[src/rtl/calc_pkg.sv]
// Shared constants for the accumulating calculator: operation codes, FSM
// state encodings and default operand/result widths.
package calc_pkg;

   localparam int unsigned W_DEF  = 8;
   localparam int unsigned RW_DEF = 32;

   localparam logic [2:0] FN_ADD = 3'b000;
   localparam logic [2:0] FN_SUB = 3'b001;
   localparam logic [2:0] FN_MUL = 3'b010;
   localparam logic [2:0] FN_DIV = 3'b011;
   localparam logic [2:0] FN_MOD = 3'b100;
   localparam logic [2:0] FN_SQR = 3'b101;

   localparam logic [1:0] ST_IDLE = 2'd0;
   localparam logic [1:0] ST_DIV  = 2'd1;
   localparam logic [1:0] ST_DONE = 2'd2;

endpackage

[src/rtl/seq_divider.sv]
// Restoring divider, one quotient bit per cycle. valid_o pulses for one
// cycle RW cycles after start_i; abort_i drops any division in progress.
module seq_divider #(
   parameter int unsigned RW = 32
) (
   input  logic          clk,
   input  logic          rst_n,
   input  logic          start_i,
   input  logic          abort_i,
   input  logic [RW-1:0] dividend_i,
   input  logic [RW-1:0] divisor_i,
   output logic          busy_o,
   output logic          valid_o,
   output logic [RW-1:0] quotient_o,
   output logic [RW-1:0] remainder_o
);

   localparam int unsigned CW = $clog2(RW + 1);

   logic [RW-1:0] rem_q, rem_d, quo_q, quo_d, dvs_q, dvs_d;
   logic [CW-1:0] cnt_q, cnt_d;
   logic          busy_q, busy_d, valid_q, valid_d;
   logic [RW:0]   shifted, diff;

   always_comb begin
      shifted = {rem_q, quo_q[RW-1]};
      diff    = shifted - {1'b0, dvs_q};
      rem_d   = rem_q;
      quo_d   = quo_q;
      dvs_d   = dvs_q;
      cnt_d   = cnt_q;
      busy_d  = busy_q;
      valid_d = 1'b0;
      if (abort_i) begin
         rem_d  = '0;
         quo_d  = '0;
         dvs_d  = '0;
         cnt_d  = '0;
         busy_d = 1'b0;
      end else if (start_i) begin
         rem_d  = '0;
         quo_d  = dividend_i;
         dvs_d  = divisor_i;
         cnt_d  = CW'(RW);
         busy_d = 1'b1;
      end else if (busy_q) begin
         // Partial remainder stays below the divisor, so RW+1 bits suffice.
         rem_d = diff[RW] ? shifted[RW-1:0] : diff[RW-1:0];
         quo_d = {quo_q[RW-2:0], ~diff[RW]};
         cnt_d = cnt_q - CW'(1);
         if (cnt_q == CW'(1)) begin
            busy_d  = 1'b0;
            valid_d = 1'b1;
         end
      end
   end

   always_ff @(posedge clk or negedge rst_n) begin
      if (!rst_n) begin
         rem_q   <= '0;
         quo_q   <= '0;
         dvs_q   <= '0;
         cnt_q   <= '0;
         busy_q  <= 1'b0;
         valid_q <= 1'b0;
      end else begin
         rem_q   <= rem_d;
         quo_q   <= quo_d;
         dvs_q   <= dvs_d;
         cnt_q   <= cnt_d;
         busy_q  <= busy_d;
         valid_q <= valid_d;
      end
   end

   assign busy_o      = busy_q;
   assign valid_o     = valid_q;
   assign quotient_o  = quo_q;
   assign remainder_o = rem_q;

endmodule

[src/rtl/calculator_acc.sv]
// Accumulating calculator: single-cycle add/sub/mul/square, multi-cycle
// div/mod via seq_divider, with error flag and first-operand mode.
module calculator_acc
   import calc_pkg::*;
#(
   parameter int unsigned W  = W_DEF,
   parameter int unsigned RW = RW_DEF
) (
   input  logic          clk,
   input  logic          rst_n,
   input  logic [2:0]    func,
   input  logic          button,
   input  logic          clear,
   input  logic [W-1:0]  num1,
   input  logic [W-1:0]  num2,
   output logic [RW-1:0] cal_result,
   output logic          busy,
   output logic          done,
   output logic          err
);

   logic [1:0]    state_q, state_d;
   logic [RW-1:0] res_q, res_d;
   logic          btn_q, done_q, done_d, err_q, err_d;
   logic          first_q, first_d, mod_q, mod_d;
   logic [RW-1:0] a_op, b_op, alu;
   logic          btn_edge, div_start, div_busy, div_valid;
   logic [RW-1:0] div_quo, div_rem;

   assign a_op     = first_q ? RW'(num1) : res_q;
   assign b_op     = RW'(num2);
   assign btn_edge = button & ~btn_q;

   always_comb begin
      case (func)
         FN_ADD:  alu = a_op + b_op;
         FN_SUB:  alu = a_op - b_op;
         FN_MUL:  alu = a_op * b_op;
         FN_SQR:  alu = a_op * a_op;
         default: alu = a_op;
      endcase
   end

   always_comb begin
      state_d   = state_q;
      res_d     = res_q;
      err_d     = err_q;
      first_d   = first_q;
      mod_d     = mod_q;
      done_d    = 1'b0;
      div_start = 1'b0;
      if (clear) begin
         state_d = ST_IDLE;
         res_d   = '0;
         err_d   = 1'b0;
         first_d = 1'b1;
      end else begin
         case (state_q)
            ST_IDLE: if (btn_edge) begin
               case (func)
                  FN_ADD, FN_SUB, FN_MUL, FN_SQR: begin
                     res_d   = alu;
                     err_d   = 1'b0;
                     done_d  = 1'b1;
                     first_d = 1'b0;
                  end
                  FN_DIV, FN_MOD: begin
                     if (b_op == '0) begin
                        err_d  = 1'b1;
                        done_d = 1'b1;
                     end else if (!div_busy) begin
                        div_start = 1'b1;
                        mod_d     = (func == FN_MOD);
                        state_d   = ST_DIV;
                     end
                  end
                  default: begin
                     err_d  = 1'b1;
                     done_d = 1'b1;
                  end
               endcase
            end
            ST_DIV: if (div_valid) begin
               res_d   = mod_q ? div_rem : div_quo;
               err_d   = 1'b0;
               done_d  = 1'b1;
               first_d = 1'b0;
               state_d = ST_DONE;
            end
            default: state_d = ST_IDLE;
         endcase
      end
   end

   always_ff @(posedge clk or negedge rst_n) begin
      if (!rst_n) begin
         state_q <= ST_IDLE;
         res_q   <= '0;
         btn_q   <= 1'b0;
         done_q  <= 1'b0;
         err_q   <= 1'b0;
         first_q <= 1'b1;
         mod_q   <= 1'b0;
      end else begin
         state_q <= state_d;
         res_q   <= res_d;
         btn_q   <= button;
         done_q  <= done_d;
         err_q   <= err_d;
         first_q <= first_d;
         mod_q   <= mod_d;
      end
   end

   seq_divider #(.RW(RW)) u_div (
      .clk         (clk),
      .rst_n       (rst_n),
      .start_i     (div_start),
      .abort_i     (clear),
      .dividend_i  (a_op),
      .divisor_i   (b_op),
      .busy_o      (div_busy),
      .valid_o     (div_valid),
      .quotient_o  (div_quo),
      .remainder_o (div_rem)
   );

   assign cal_result = res_q;
   assign busy       = (state_q == ST_DIV);
   assign done       = done_q;
   assign err        = err_q;

endmodule

[config.mk]
export PLATFORM = sky130hd
export DESIGN_NAME = calculator_acc
export DESIGN_NICKNAME = d
export VERILOG_FILES = /design/src/rtl/calc_pkg.sv /design/src/rtl/seq_divider.sv /design/src/rtl/calculator_acc.sv
export SDC_FILE = /design/constraint.sdc
export NUM_CORES = 2
export LEC_CHECK = 0
export CAP_MARGIN = 15
export CORE_UTILIZATION = 35
export CTS_CLUSTER_DIAMETER = 120
export DETAILED_ROUTE_END_ITERATION = 10
export HOLD_SLACK_MARGIN = 0.02
export PLACE_DENSITY = 0.51
export SYNTH_ARGS = -nofsm -noshare
export SYNTH_HDL_FRONTEND = slang
export SYNTH_SLANG_ARGS = --single-unit
[constraint.sdc]
create_clock -name clk -period 20.2 [get_ports clk]
set_clock_uncertainty 0.1 [all_clocks]
set_input_delay 2.02 -clock clk [delete_from_list [all_inputs] [get_ports clk]]
set_output_delay 2.02 -clock clk [all_outputs]
set_load 0.01 [all_outputs]
==> impl_metrics.yaml <==
outcome:
  status: "finished clean"
cts:
  cts_tree: "yes"
  hold_buffers: 0
  cts.htree.levels: 4
  cts_buffer_depth: 2
  insertion_delay_ns: 0.43
  cts_setup_buffers: 0
  cts_repair_resize_count: 0
  path_clk_slew_ns: 0.06
  clock_sinks: 119
  numCtsBuffers: 17
  cts_root_buffer: "clkbuf_16"
finish:
  drive_gt1_share_pct: 4.695
  instances_no_fill: 4342
  fillers: 8316
  final_cell_mix: "inv_1 (602), fa_1 (522), nand2_1 (349)"
  area_growth_pct: 8.405
  final_common_cell: "inv_1"
  multi_input_area_um2: 22950
  seq_area_um2: 2980
  nets: 4025
synth:
  async_flop_share_pct: 100.0
  syn_area_um2: 28780
  yosysSeqAreaShare_pct: 10.35
  avgSynthCellArea_um2: 8.747
  ys.warnings.count: 0
  synthFlopType: "dfrtp_1"
  synth_cell_type_count: 74
  ys_ff_latch: 119
  synth_nets: 4047
  syn-instance-count: 3290
  synth_edf_count: 0
worst_setup_path:
  crit_slowest_cell: "mux2i_1"
  rr_startpoint: "first_q"
  crit_end: "cal_result[30]"
  crit_fanout: 14
  cp.depth: 27
  r2r_end: "cal_result[30]"
  rrSetupSlack_ns: 10.86
  startpoint: "num1[2]"
  critical_path_class: "in2reg"
  startpoint_type: "input port"
  reg2regPathDepth: 24
  end_kind: "flop"
  cp_top_family: "adder cells"
  worstPathArrival_ns: 10.25
  critical_path_buf_inv_count: 7
  crit_required_ns: 20.45
  cp_slowest_stage_delay_ns: 0.73
die:
  initial_core_util_pct: 35.55
  die-area_um2: 83370
  dieHeight_um: 288.7
  die_x_um: 288.7
  core_area_um2: 80940
  row_count: 104
  io_pins: 58
routing:
  vias: 22910
  drt-initial-drc-count: 1760
  wl_per_cell_um: 22.12
  wirelength_um: 96040
  drc: 0
  via_per_inst: 5.276
  dr.pass1.iters: 5
  ant_nets: 0
grt:
  track_usage_pct: 24.03
  antenna_found_initial: 2
  grt_first_pass_wirelength_um: 151100
  grt_max_degree: 66
  grt_pass1_vias: 24384
  gr-total-overflow: 0
job:
  maxCapViolCount: 0
place:
  place_inst: 4309
  gp_congestion: 0.9305
  dp_hpwl_um: 74490
  io_buffers: 57
timing:
  final-setup-viol-count: 0
  timing.fmax_mhz: 99.95
  relSlewSlack_pct: 19.34
  rsz0062_at_grt: "no"
  worst_slew_pin_slew_ns: 1.197
  slew_viol_final: 0
  period_needed_ns: 10.00
  fin_crit_sh_pct: 49.53
  hold_violations: 0
  setup_tns_ns: 0
power:
  ir_drop_uv: 72.26
  p_leak_nw: 14.75
  p_total_w: 0.003929
  powerDensity_nw_per_um2: 126.0
worst_hold_path:
  min_from: "u_div.valid_o"
  hold_path.class: "reg2reg"
-- how the worst min path moves through the flow --
| stage | end | slack [ns] | cells past startpoint |
|---|---|---|---|
| 2_1_floorplan | state_q[0] | 0.35 | 1 |
| 3_3_place_gp | state_q[0] | 0.39 | 1 |
| 3_5_place_dp | state_q[0] | 0.39 | 1 |
| 4_1_cts | state_q[0] | 0.40 | 1 |
| 5_1_grt | state_q[0] | 0.43 | 1 |
| 6_report | state_q[0] | 0.40 | 1 |
-- metal layers --
layer  GRT usage [%]  wire length (µm)
met1           35.14             44680
met2           38.68             44540
met3           1.935              4763
met4           5.171              2056
met5               0                 0
-- cells in the mapped netlist, types with 6 or more instances --
master / number / share of area [%]
inv_1: 602 / 7.9
fa_1: 522 / 36
nand2_1: 349 / 4.6
ha_1: 212 / 9.2
and2_1: 207 / 4.5
a21oi_1: 194 / 3.4
clkbuf_1: 157 / 2.0
nor2_1: 132 / 1.7
o21ai_0: 121 / 2.1
dfrtp_1: 118 / 10
xnor2_1: 78 / 2.4
xor2_1: 61 / 1.9
mux2i_1: 51 / 1.8
nor2b_1: 44 / 0.96
a21o_1: 41 / 1.1
nor3_1: 39 / 0.68
o21a_1: 27 / 0.70
nand3_1: 26 / 0.45
o22ai_1: 25 / 0.54
a211oi_1: 19 / 0.50
a31oi_1: 18 / 0.39
o211ai_1: 16 / 0.42
nand2b_1: 15 / 0.33
or2_2: 15 / 0.33
nand4_1: 11 / 0.24
or3_1: 11 / 0.24
and3_1: 10 / 0.22
nand3b_1: 10 / 0.26
a221oi_1: 9 / 0.27
nor4_1: 9 / 0.20
a21boi_0: 8 / 0.21
o21bai_1: 8 / 0.21
o221ai_1: 8 / 0.24
o31ai_1: 8 / 0.21
a22oi_1: 7 / 0.18
o21ai_1: 7 / 0.12
or4_1: 7 / 0.18
nand4b_1: 6 / 0.18
-- sequential cells by signal, indices dropped and copies added, names as in the netlist --
name,flops
u_div.quotient_o,32
first_q,1
btn_q,1
done,1
state_q,2
u_div.busy_o,1
u_div.dvs_q,8
cal_result,32
mod_q,1
err,1
u_div.valid_o,1
u_div.remainder_o,32
u_div.cnt_q,6
-- power breakdown --
group / switching [W] / leakage, nW / internal, W / total [W]
Sequential: 0.0000581 / 1.57 / 0.000265 / 0.000323
Combinational: 0.00198 / 12.9 / 0.00130 / 0.00329
Clock: 0.000126 / 0.290 / 0.000194 / 0.000321
-- area by class of cell --
class                      instances  share of cell area (%)
clock buffer                      17                   1.364
tap                             1060                   4.252
multi-input combinational       2401                   73.58
inverter                         606                   7.292
clock inverter                    14                  0.5655
timing repair buffer             123                   3.377
antenna                            2                 0.01604
sequential                       119                   9.554
-- cell families after synthesis --
logic type                 count (synthesis)  share of synthesized area, %
AOI/OAI and AO/OA                        569                         12.27
xor gates and xnor gates                 139                         4.231
adders and majority gates                734                         45.53
buffers and inverters                    770                         10.07
DFF                                      119                         10.35
muxes                                     51                         1.774
and+or+nand+nor                          908                         15.77
-- metrics by stage --
step / setup WS, ns / util (%) / hold WS, ns / cell area, µm²
6_report: 10.20 / 38.54 / 0.3988 / 31190
5_1_grt: 9.668 / 38.54 / 0.4291 / 31190
4_1_cts: 10.19 / 38.54 / 0.3960 / 31190
3_5_place_dp: 9.757 / 37.79 / 0.3887 / 30590
3_3_place_gp: 9.958 / 37.79 / 0.3932 / 30590
2_1_floorplan: 11.32 / - / 0.3544 / 28780
-- worst reg2reg max path: stages, from the launching register on --
cell and delay [ns]:
dfstp_2 1.01, buf_4 0.51, nor2b_2 0.29, buf_4 0.31
and2_1 0.26, fa_1 0.51, fa_1 0.52, inv_1 0.06
fa_1 0.48, fa_1 0.55, inv_1 0.05, fa_1 0.48
fa_1 0.57, fa_1 0.44, fa_1 0.47, ha_1 0.38
a21oi_1 0.15, o21ai_0 0.19, a311oi_1 0.48, o21ai_0 0.20
a311oi_1 0.45, or4_1 0.18, nand3_1 0.07, a2111oi_0 0.40
a22oi_1 0.11
No activity file was read; power rests on OpenSTA's default activity.
